[src/rtl/id_ex_pipe_reg.sv]
// ID/EX pipeline register with hold on stall and bubble insertion on flush.
// Optional flush counter on o_bubble_cnt when ID_EX_BUBBLE_CNT_EN is defined.
module id_ex_pipe_reg #(
    parameter int unsigned DATA_WIDTH     = 32,
    parameter int unsigned REG_ADDR_WIDTH = 5,
`ifdef ID_EX_BUBBLE_CNT_EN
    parameter int unsigned CNT_WIDTH      = 16,
`endif
    parameter int unsigned CTRL_WIDTH     = 16
) (
    input  logic                      i_clk,
    input  logic                      i_rst,
    input  logic                      i_stall,
    input  logic                      i_flush,
    input  logic                      i_valid,
    input  logic [DATA_WIDTH-1:0]     i_pc,
    input  logic [DATA_WIDTH-1:0]     i_rs1_data,
    input  logic [DATA_WIDTH-1:0]     i_rs2_data,
    input  logic [DATA_WIDTH-1:0]     i_imm,
    input  logic [REG_ADDR_WIDTH-1:0] i_rs1_addr,
    input  logic [REG_ADDR_WIDTH-1:0] i_rs2_addr,
    input  logic [REG_ADDR_WIDTH-1:0] i_rd_addr,
    input  logic [2:0]                i_funct3,
    input  logic [CTRL_WIDTH-1:0]     i_ctrl,
    output logic                      o_valid,
    output logic [DATA_WIDTH-1:0]     o_pc,
    output logic [DATA_WIDTH-1:0]     o_rs1_data,
    output logic [DATA_WIDTH-1:0]     o_rs2_data,
    output logic [DATA_WIDTH-1:0]     o_imm,
    output logic [REG_ADDR_WIDTH-1:0] o_rs1_addr,
    output logic [REG_ADDR_WIDTH-1:0] o_rs2_addr,
    output logic [REG_ADDR_WIDTH-1:0] o_rd_addr,
    output logic [2:0]                o_funct3,
`ifdef ID_EX_BUBBLE_CNT_EN
    output logic [CNT_WIDTH-1:0]      o_bubble_cnt,
`endif
    output logic [CTRL_WIDTH-1:0]     o_ctrl
);

    logic [CTRL_WIDTH-1:0] ctrl_load_c;

    // Invalid slots carry no side effects; x0 must never look like a forwarding source.
    always_comb begin
        ctrl_load_c = i_valid ? i_ctrl : '0;
        if (i_rd_addr == '0) begin
            ctrl_load_c[0] = 1'b0;
        end
    end

    always_ff @(posedge i_clk or posedge i_rst) begin
        if (i_rst) begin
            o_valid    <= 1'b0;
            o_pc       <= '0;
            o_rs1_data <= '0;
            o_rs2_data <= '0;
            o_imm      <= '0;
            o_rs1_addr <= '0;
            o_rs2_addr <= '0;
            o_rd_addr  <= '0;
            o_funct3   <= '0;
            o_ctrl     <= '0;
        end else if (i_flush) begin
            o_valid    <= 1'b0;
            o_pc       <= '0;
            o_rs1_data <= '0;
            o_rs2_data <= '0;
            o_imm      <= '0;
            o_rs1_addr <= '0;
            o_rs2_addr <= '0;
            o_rd_addr  <= '0;
            o_funct3   <= '0;
            o_ctrl     <= '0;
        end else if (!i_stall) begin
            o_valid    <= i_valid;
            o_pc       <= i_pc;
            o_rs1_data <= i_rs1_data;
            o_rs2_data <= i_rs2_data;
            o_imm      <= i_imm;
            o_rs1_addr <= i_rs1_addr;
            o_rs2_addr <= i_rs2_addr;
            o_rd_addr  <= i_rd_addr;
            o_funct3   <= i_funct3;
            o_ctrl     <= ctrl_load_c;
        end
    end

`ifdef ID_EX_BUBBLE_CNT_EN
    // Saturating count of inserted bubbles, independent of stall.
    always_ff @(posedge i_clk or posedge i_rst) begin
        if (i_rst) begin
            o_bubble_cnt <= '0;
        end else if (i_flush && (o_bubble_cnt != '1)) begin
            o_bubble_cnt <= o_bubble_cnt + CNT_WIDTH'(1);
        end
    end
`endif

endmodule

[config.mk]
export PLATFORM = sky130hd
export DESIGN_NAME = id_ex_pipe_reg
export DESIGN_NICKNAME = d
export VERILOG_FILES = /design/src/rtl/id_ex_pipe_reg.sv
export SDC_FILE = /design/constraint.sdc
export NUM_CORES = 1
export LEC_CHECK = 0
export CAP_MARGIN = 20
export CORE_MARGIN = 2
export CORE_UTILIZATION = 40
export CTS_BUF_LIST = sky130_fd_sc_hd__clkbuf_4 sky130_fd_sc_hd__clkbuf_8 sky130_fd_sc_hd__clkbuf_16
export DETAILED_ROUTE_END_ITERATION = 6
export PLACE_DENSITY = 0.8
export SYNTH_ARGS = -nofsm -noshare
export SYNTH_HDL_FRONTEND = slang
export SYNTH_SLANG_ARGS = --single-unit
[constraint.sdc]
create_clock -name i_clk -period 6.78 [get_ports i_clk]
set_input_delay 1.017 -clock i_clk [delete_from_list [all_inputs] [get_ports i_clk]]
set_output_delay 1.017 -clock i_clk [all_outputs]
set_load 0.05 [all_outputs]
==> key figures, run 1 <==
STA
  • Final Critical Period: 2.846 ns
  • Setup_tns: 0 ns
  • Max Clk Rate: 351.4 MHz
  • Hold Worst Slack: 0.4925 ns
  • Relative slew slack: 0.2837
  • Setup Skew: 0 ns
  • Worst-margin pin slew: 1.074 ns
  • Setup violations, final: 0
  • Hold Vio Cnt, Final: 0
  • Worst setup slack after layout: 3.934 ns
  • Max Slew Vio Count: 0
  • Fin crit share: 0.4197
  • Unrepaired setup endpoints after global routing: false

Global routing
  • Vias in the first global route: 5,348
  • First-pass GRT wire length: 29,950 um
  • Total gr overflow: 0
  • Largest net degree at the start of global routing: 109
  • Gr usage total: 0.2189
  • Initial antenna violation count: 1

Floorplanning
  • I/O Pins: 330
  • Core ar.: 15,940 um2
  • Die area: 17,460 um2
  • Row cnt: 46
  • Starting Density: 0.4120
  • Die Y: 132.2 um
  • Die Width: 132.2 um

Synthesis
  • Synth top area cells: dfrtp_1 (62%), mux2i_1 (22%), nor2_1 (8.4%), buf_6 (3.3%), a22o_1 (2.0%)
  • Synthesized flop and latch total: 163
  • Avg Cell Area, Syn: 12.78 um2
  • Synth Instances: 514
  • Mapped Area: 6569 um2
  • Yosys warnings: 0
  • Sequential fraction of the synthesis area: 0.6210
  • Post-synth top area cell: dfrtp_1
  • Yosys top cell area share: 0.6210
  • Post-synth net total: 681
  • Distinct cells, synth: 14

Power
  • Switching Power: 0.0007477 W
  • VDD IR max: 166.4 uV
  • Switching Fraction: 0.2871
  • Logic pwr share: 0.212
  • Sequential power share: 0.406
  • Power density over the cells: 248.1 nW/um2
  • Clock power frac: 0.382
  • Overall power: 0.002604 W
  • P_leak: 4.928 nW
  • Internal power component: 0.001856 W

Place
  • Placed Cells: 1,027
  • Placement Setup Slack: 3.523 ns
  • Hpwl dp: 13,560 um
  • PortBufs: 329
  • GPL Wtd Cong: 0.8469

Min path
  • Hold_sp: o_valid$_DFFE_PP0P_
  • Hold Crit Depth: 1
  • Worst hold-check path type: register to register

Layout
  • Fraction of layout cells with a size suffix above 1: 0.04745
  • Area delta synth->final: 59.79%
  • Total inserted antenna cells: 0
  • Filler instances: 1,209
  • Post-layout nets: 997
  • Layout Cells excl Fill: 1,059

Clocking
  • Post-CTS Hold Buffers: 0
  • Worst-skew pair later-pin latency: 0.41 ns
  • CTS resizes: 0
  • # Post-CTS Setup Buffers: 0
  • Clock root buffer: clkbuf_16
  • Clock Path Buffers: 2
  • Clk slew on worst S/H paths: 0.06 ns
  • CTS Buf Count: 17
  • CTS Sinks: 163
  • Depth of the CTS H-tree: 4
  • CTS tree: yes

Route
  • Final wirelength: 18,950 um
  • Post-route ant nets: 0
  • First-pass iteration count of the detailed router: 6
  • Remaining DRCs: 0
  • Vias per cell: 4.839
  • DR iter-0 viols: 224
  • Wirelength per Cell: 17.89 um
  • Via Count: 5,125

Setup path
  • Setup crit start kind: input port
  • Nature of the critical path endpoint: register
  • Reg2Reg Launch Point: o_rs2_data[26]$_DFFE_PP0P_
  • Crit path required time: 7.05 ns
  • WS Path Type: input port to register
  • FF-to-FF path depth: 2
  • CP Max Fanout: 83
  • Crit path DAT: 3.12 ns
  • Worst setup path start: i_stall

Outcome
  • Status: finished clean

Flow run
  • Maxcap violations: 0
[registers in the layout (all words and copies together) (netlist names)]
name / flops
o_rs2_addr: 5
o_rs1_data: 32
o_valid: 1
o_pc: 32
o_funct3: 3
o_rs2_data: 32
o_imm: 32
o_ctrl: 16
o_rs1_addr: 5
o_rd_addr: 5
[power groups by stage]
stage	logic, W	clock network [W]	registers, W
floorplan	0.000134	0	0.00126
global placement	0.000546	0	0.00107
detailed placement	0.000555	0	0.00107
CTS	0.000557	0.00101	0.00106
global route	0.000580	0.00106	0.00106
finish	0.000552	0.000996	0.00106
[final timing paths]
path                                              end  slack, ns
setup / recovery            o_rs1_data[8]$_DFFE_PP0P_       3.93
setup reg to reg           o_rs2_data[26]$_DFFE_PP0P_       5.98
max in group asynchronous  o_rs1_data[31]$_DFFE_PP0P_       4.27
min in group asynchronous        o_imm[1]$_DFFE_PP0P_       1.20
hold reg to reg                   o_valid$_DFFE_PP0P_       0.49
hold / removal                    o_valid$_DFFE_PP0P_       0.49
[metrics by stage]
stage,util,cell area (um2)
floorplan,-,6569
global placement,0.6191,9871
detailed placement,0.6198,9882
CTS,0.6584,10500
global route,0.6584,10500
finish,0.6584,10500
[worst max-delay path, cell delays in order]
cell,delay (ns)
clkbuf_8,0.62
buf_4,0.94
mux2i_1,0.31
nor2_1,0.07
[per-layer routing]
metal	global-route usage	wire, um	vias to the layer above
li1	-	-	2355
met1	0.2555	7442	2523
met2	0.3741	9552	217
met3	0.07958	1537	30
met4	0.07367	416	0
met5	0	0	-
[cells in the final DEF (no fill, tap or decap)]
master           count
clkinv_4             2
buf_6                1
buf_4                4
nor2_1             147
dfrtp_1            163
nor3_1               1
clkdlybuf4s50_1    327
a21o_1               1
a32o_1               1
bufinv_16            3
clkbuf_8             3
clkinvlp_4           3
inv_6                2
clkbuf_4             1
mux2i_1            146
clkinv_2             3
nor2b_1              1
clkbuf_16           17
a22o_1              15
nand2_1              1
nor3b_4              1
[synth_stat cells, drive strengths merged]
master    n
a21o      1
a22o     15
a32o      1
buf      29
clkbuf    7
dfrtp   163
inv       1
mux2i   146
nand2     1
nor2    147
nor2b     1
nor3      1
nor3b     1
[cell families after synthesis]
group                  Yosys count  share of synthesized area
and+or+nand+nor                151                    0.08914
muxes                          146                     0.2225
AOI/OAI and AO/OA               17                    0.02267
DFF                            163                     0.6210
buffers and inverters           37                    0.04476
[cell type report]
class | instances | area, um2 | share of cell area
Inverter | 1 | 8.758 | 0.0008344
Clock inverter | 12 | 153.9 | 0.01466
Multi-Input combinational cell | 314 | 2196 | 0.2092
Tap cell | 216 | 270.3 | 0.02575
Timing Repair Buffer | 333 | 3328 | 0.3171
Sequential cell | 163 | 4079 | 0.3886
Clock buffer | 20 | 460.4 | 0.04387
Power figures use the tool's default switching activity.
==> run 2: changes to the inputs <==
Clock period 6.78 ns to 2.7 ns, I/O delays scaled along.
==> key figures, run 2 (synthesized netlist as in run 1, its figures left out) <==
Outcome
  • Status: finished clean

Route
  • Vias per cell: 4.808
  • Final wirelength: 18,970 um
  • Via Count: 5,106
  • First-pass iteration count of the detailed router: 4
  • Wirelength per Cell: 17.86 um
  • Remaining DRCs: 0
  • Post-route ant nets: 0
  • DR iter-0 viols: 253

Setup path
  • Worst setup path start: o_ctrl[10]$_DFFE_PP0P_
  • Reg2Reg Capture Point: o_rs2_data[16]$_DFFE_PP0P_
  • CP Max Fanout: 2
  • CP endpoint: o_ctrl[10]
  • Crit. path cell count: 1
  • FF-to-FF path depth: 2
  • Largest stage delay, worst path: 0.82 ns
  • Ordered list of cells on the worst path: clkdlybuf4s50_1
  • Crit path required time: 2.30 ns
  • WS Path Type: register to output pin
  • Reg2Reg Launch Point: o_rs2_data[16]$_DFFE_PP0P_
  • R2R setup slack: 1.93 ns
  • Nature of the critical path endpoint: output pin
  • Setup crit start kind: register
  • Slowest CP cell: clkdlybuf4s50_1
  • Crit path max-delay family: buffers and inverters
  • Crit path DAT: 1.63 ns
  • Worst path bufs/invs: 1

Floorplanning
  • Core ar.: 15,940 um2
  • Die Width: 132.2 um
  • Die Y: 132.2 um
  • I/O Pins: 330
  • Row cnt: 46
  • Starting Density: 0.4120
  • Die area: 17,460 um2

Power
  • Switching Fraction: 0.2868
  • Clock power frac: 0.382
  • Switching Power: 0.001877 W
  • Overall power: 0.006546 W
  • Power density over the cells: 619.6 nW/um2
  • Sequential power share: 0.405
  • P_leak: 4.946 nW
  • Logic pwr share: 0.213
  • VDD IR max: 370.2 uV
  • Internal power component: 0.004669 W

Global routing
  • First-pass GRT wire length: 29,430 um
  • Total gr overflow: 0
  • Largest net degree at the start of global routing: 89
  • Initial antenna violation count: 0
  • Gr usage total: 0.2153
  • Vias in the first global route: 5,387

Clocking
  • CTS Buf Count: 17
  • # Post-CTS Setup Buffers: 0
  • Worst-skew pair later-pin latency: 0.42 ns
  • Post-CTS Hold Buffers: 0
  • Clock root buffer: clkbuf_16
  • CTS Sinks: 163
  • CTS tree: yes
  • Clk slew on worst S/H paths: 0.06 ns
  • CTS resizes: 0
  • Clock Path Buffers: 2
  • Depth of the CTS H-tree: 4

STA
  • Worst-margin pin slew: 0.7466 ns
  • Max Clk Rate: 490.3 MHz
  • Final Critical Period: 2.040 ns
  • Hold Vio Cnt, Final: 0
  • Max Slew Vio Count: 0
  • Setup_tns: 0 ns
  • Relative slew slack: 0.5022
  • Unrepaired setup endpoints after global routing: false
  • Setup Skew: 0 ns
  • Setup violations, final: 0
  • Fin crit share: 0.7554

Layout
  • Most frequent cells in the layout: clkdlybuf4s50_1 (327), dfrtp_1 (163), nor2_1 (147), mux2i_1 (146), clkbuf_16 (17)
  • Most common cell after layout, fill and taps aside: clkdlybuf4s50_1
  • Post-layout nets: 1,000
  • Fraction of layout cells with a size suffix above 1: 0.05083
  • Register Area: 4079 um2
  • Area delta synth->final: 60.84%
  • Multi-input gate area: 2196 um2
  • Total inserted antenna cells: 0
  • Filler instances: 1,142

Place
  • GPL Wtd Cong: 0.7943
  • Hpwl dp: 13,550 um
  • PortBufs: 329

Min path
  • Worst hold-check path type: input port to register

Flow run
  • Maxcap violations: 0
## run 2: cell count changes in the layout (fill, tap and decap cells not counted), moves of 2 or more
cell and change:
buf_12 +4, clkinv_2 -3, clkinvlp_4 +3, clkbuf_4 +2
## run 2: cell type report
cell class	instances	share of cell area
Timing Repair Buffer	336	0.3215
Sequential cell	163	0.3861
Clock inverter	11	0.01457
Tap cell	216	0.02558
Inverter	1	0.0007106
Multi-Input combinational cell	314	0.2078
Clock buffer	21	0.04370
## run 2: worst reg2reg max path, delay by kind of cell, from the launching register on
kind             cells  cell delay (ns)
DFF                  1             0.38
and+or+nand+nor      1             0.07
muxes                1             0.17
## run 2: worst min path at each step
stage          cells past startpoint           startpoint                endpoint  slack (ns)
2_1_floorplan                      1           i_ctrl[15]  o_ctrl[15]$_DFFE_PP0P_        0.54
3_3_place_gp                       1  o_valid$_DFFE_PP0P_     o_valid$_DFFE_PP0P_        0.46
3_5_place_dp                       1  o_valid$_DFFE_PP0P_     o_valid$_DFFE_PP0P_        0.47
4_1_cts                            2              i_flush   o_imm[22]$_DFFE_PP0P_        0.31
5_1_grt                            2              i_flush   o_imm[28]$_DFFE_PP0P_        0.32
6_report                           2              i_flush   o_imm[29]$_DFFE_PP0P_        0.32
## run 2: through the flow
step | instance area, um2 | util | std cells | setup slack, ns | hold slack [ns]
3_3_place_gp | 9950 | 0.6241 | 1030 | 0.9680 | 0.4625
6_report | 10570 | 0.6627 | 1062 | 0.6604 | 0.3186
2_1_floorplan | 6573 | - | 514 | 0.2242 | 0.5447
5_1_grt | 10570 | 0.6627 | 1062 | 0.6251 | 0.3198
3_5_place_dp | 9950 | 0.6241 | 1030 | 0.9105 | 0.4727
4_1_cts | 10570 | 0.6627 | 1062 | 0.6457 | 0.3087
## run 2: per-layer routing
layer / global-route usage / part of all wire
met4: 0.07790 / 0.023
met3: 0.07536 / 0.076
met2: 0.3718 / 0.52
met5: 0 / 0
met1: 0.2479 / 0.39
## run 2: power groups by stage
stage,sequential [W],clock [W],combinational [W]
after floorplan,0.00316,0,0.000337
after global placement,0.00268,0,0.00138
after detailed placement,0.00269,0,0.00140
after CTS,0.00265,0.00255,0.00141
after global routing,0.00266,0.00267,0.00146
final,0.00265,0.00250,0.00140
==> run 3: changes to the inputs <==
Clock period 2.7 ns to 2 ns, I/O delays scaled along.
==> key figures, run 3 (synthesized netlist as in run 1, its figures left out) <==
Outcome
  • Status: finished clean

Layout
  • Post-layout nets: 1,003
  • Multi-input gate area: 2196 um2
  • Filler instances: 1,197
  • Fraction of layout cells with a size suffix above 1: 0.05313
  • Total inserted antenna cells: 0
  • Most common cell after layout, fill and taps aside: clkdlybuf4s50_1
  • Register Area: 4079 um2
  • Cell area after layout: 10,590 um2
  • Area delta synth->final: 61.18%
  • Most frequent cells in the layout: clkdlybuf4s50_1 (326), dfrtp_1 (163), nor2_1 (147), mux2i_1 (146), clkbuf_16 (17)
  • Layout Cells excl Fill: 1,063

Clocking
  • Clk slew on worst S/H paths: 0.06 ns
  • Post-CTS Hold Buffers: 0
  • Clock root buffer: clkbuf_16
  • Depth of the CTS H-tree: 4
  • CTS Sinks: 163
  • Clock Path Buffers: 2
  • # Post-CTS Setup Buffers: 0
  • CTS Buf Count: 17
  • Worst-skew pair later-pin latency: 0.41 ns
  • CTS tree: yes
  • CTS resizes: 0

Floorplanning
  • Row cnt: 46
  • Starting Density: 0.4120
  • Die area: 17,460 um2
  • Core ar.: 15,940 um2
  • Die Width: 132.2 um
  • I/O Pins: 330
  • Die Y: 132.2 um

Power
  • Switching Power: 0.002456 W
  • Clock power frac: 0.375
  • VDD IR max: 513.5 uV
  • Switching Fraction: 0.2808
  • Power density over the cells: 826.1 nW/um2
  • Internal power component: 0.006290 W
  • Sequential power share: 0.409
  • Logic pwr share: 0.216
  • P_leak: 4.971 nW

Place
  • Post-DP Area: 9987 um2
  • Placement Setup Slack: 0.2776 ns
  • GPL Wtd Cong: 0.8324
  • Hpwl dp: 13,550 um
  • PortBufs: 329
  • Placed Cells: 1,032

STA
  • Worst-margin pin slew: 0.9739 ns
  • Setup violations, final: 0
  • Setup Skew: 0 ns
  • Relative slew slack: 0.3508
  • Unrepaired setup endpoints after global routing: false
  • Fin crit share: 0.9552
  • Final Critical Period: 1.910 ns
  • Max Slew Vio Count: 0
  • Hold Vio Cnt, Final: 0
  • Max Clk Rate: 523.4 MHz
  • Worst setup slack after layout: 0.08953 ns

Min path
  • Hold Crit Depth: 3
  • Worst hold-check path type: input port to register
  • Hold_sp: i_stall
  • Hold Path Sink: o_imm[27]$_DFFE_PP0P_

Route
  • Remaining DRCs: 0
  • Vias per cell: 4.813
  • First-pass iteration count of the detailed router: 4
  • DR iter-0 viols: 174
  • Via Count: 5,116
  • Wirelength per Cell: 17.51 um
  • Post-route ant nets: 0
  • Final wirelength: 18,620 um

Setup path
  • CP Max Fanout: 2
  • Crit path required time: 1.70 ns
  • Setup crit start kind: register
  • WS Path Type: register to output pin
  • Nature of the critical path endpoint: output pin
  • Slowest CP cell: clkdlybuf4s50_1
  • Reg2Reg Capture Point: o_rs2_addr[0]$_DFFE_PP0P_
  • Ordered list of cells on the worst path: clkdlybuf4s50_1
  • Reg2Reg Launch Point: o_rs2_addr[0]$_DFFE_PP0P_
  • Largest stage delay, worst path: 0.83 ns
  • R2R setup slack: 1.22 ns
  • FF-to-FF path depth: 2
  • Worst path bufs/invs: 1
  • Crit path max-delay family: buffers and inverters
  • Crit path DAT: 1.61 ns

Global routing
  • First-pass GRT wire length: 29,790 um
  • Gr usage total: 0.2163
  • Vias in the first global route: 5,475
  • Initial antenna violation count: 0
  • Total gr overflow: 0
  • Largest net degree at the start of global routing: 93

Flow run
  • Maxcap violations: 0
[run 3: cell types whose count changed in the layout (fill, tap and decap cells not counted)]
| cell | change |
|---|---|
| clkinv_2 | +2 |
| buf_12 | +2 |
| buf_4 | +2 |
| clkinvlp_4 | -2 |
| clkinv_4 | -2 |
| clkdlybuf4s50_1 | -1 |
[run 3: final cells by class]
| class | instances | area share |
|---|---|---|
| Clock buffer | 21 | 0.04361 |
| Clock inverter | 9 | 0.01241 |
| Inverter | 1 | 0.0007090 |
| Multi-Input combinational cell | 314 | 0.2074 |
| Sequential cell | 163 | 0.3852 |
| Tap cell | 216 | 0.02553 |
| Timing Repair Buffer | 339 | 0.3251 |
[run 3: worst max-delay path by stage]
stage	startpoint	endpoint	slack, ns	cells past startpoint
6_report	o_rs2_addr[3]$_DFFE_PP0P_	o_rs2_addr[3]	0.09	1
3_5_place_dp	i_stall	o_ctrl[14]$_DFFE_PP0P_	0.28	3
5_1_grt	o_pc[12]$_DFFE_PP0P_	o_pc[12]	0.02	1
4_1_cts	o_rs2_data[3]$_DFFE_PP0P_	o_rs2_data[3]	0.05	1
3_3_place_gp	i_valid	o_ctrl[0]$_DFFE_PP0P_	0.40	3
2_1_floorplan	i_rst	o_ctrl[0]$_DFFE_PP0P_	-0.37	1
[run 3: per-stage QoR]
step	total power, W	hold slack (ns)	setup TNS, ns	util
after global routing	0.009105	0.2784	0	0.6641
after CTS	0.008852	0.2611	0	0.6636
after global placement	0.005498	0.4689	0	0.6264
after floorplan	0.004722	0.4397	-60.44	-
final	0.008746	0.2744	0	0.6641
after detailed placement	0.005539	0.4757	0	0.6264
[run 3: power groups by stage]
| stage | logic, W | clock network (W) | registers, W |
|---|---|---|---|
| 6_report | 0.00189 | 0.00328 | 0.00358 |
| 5_1_grt | 0.00199 | 0.00352 | 0.00360 |
| 4_1_cts | 0.00191 | 0.00336 | 0.00358 |
| 3_5_place_dp | 0.00190 | 0 | 0.00364 |
| 3_3_place_gp | 0.00187 | 0 | 0.00363 |
| 2_1_floorplan | 0.000455 | 0 | 0.00427 |
[run 3: layer usage]
layer  vias up  wire (um)  track usage
met3        33       1690      0.08228
met1      2486       7031       0.2451
met5         -          0            0
met4         0        432      0.07971
met2       230       9462       0.3721
li1       2367          -            -
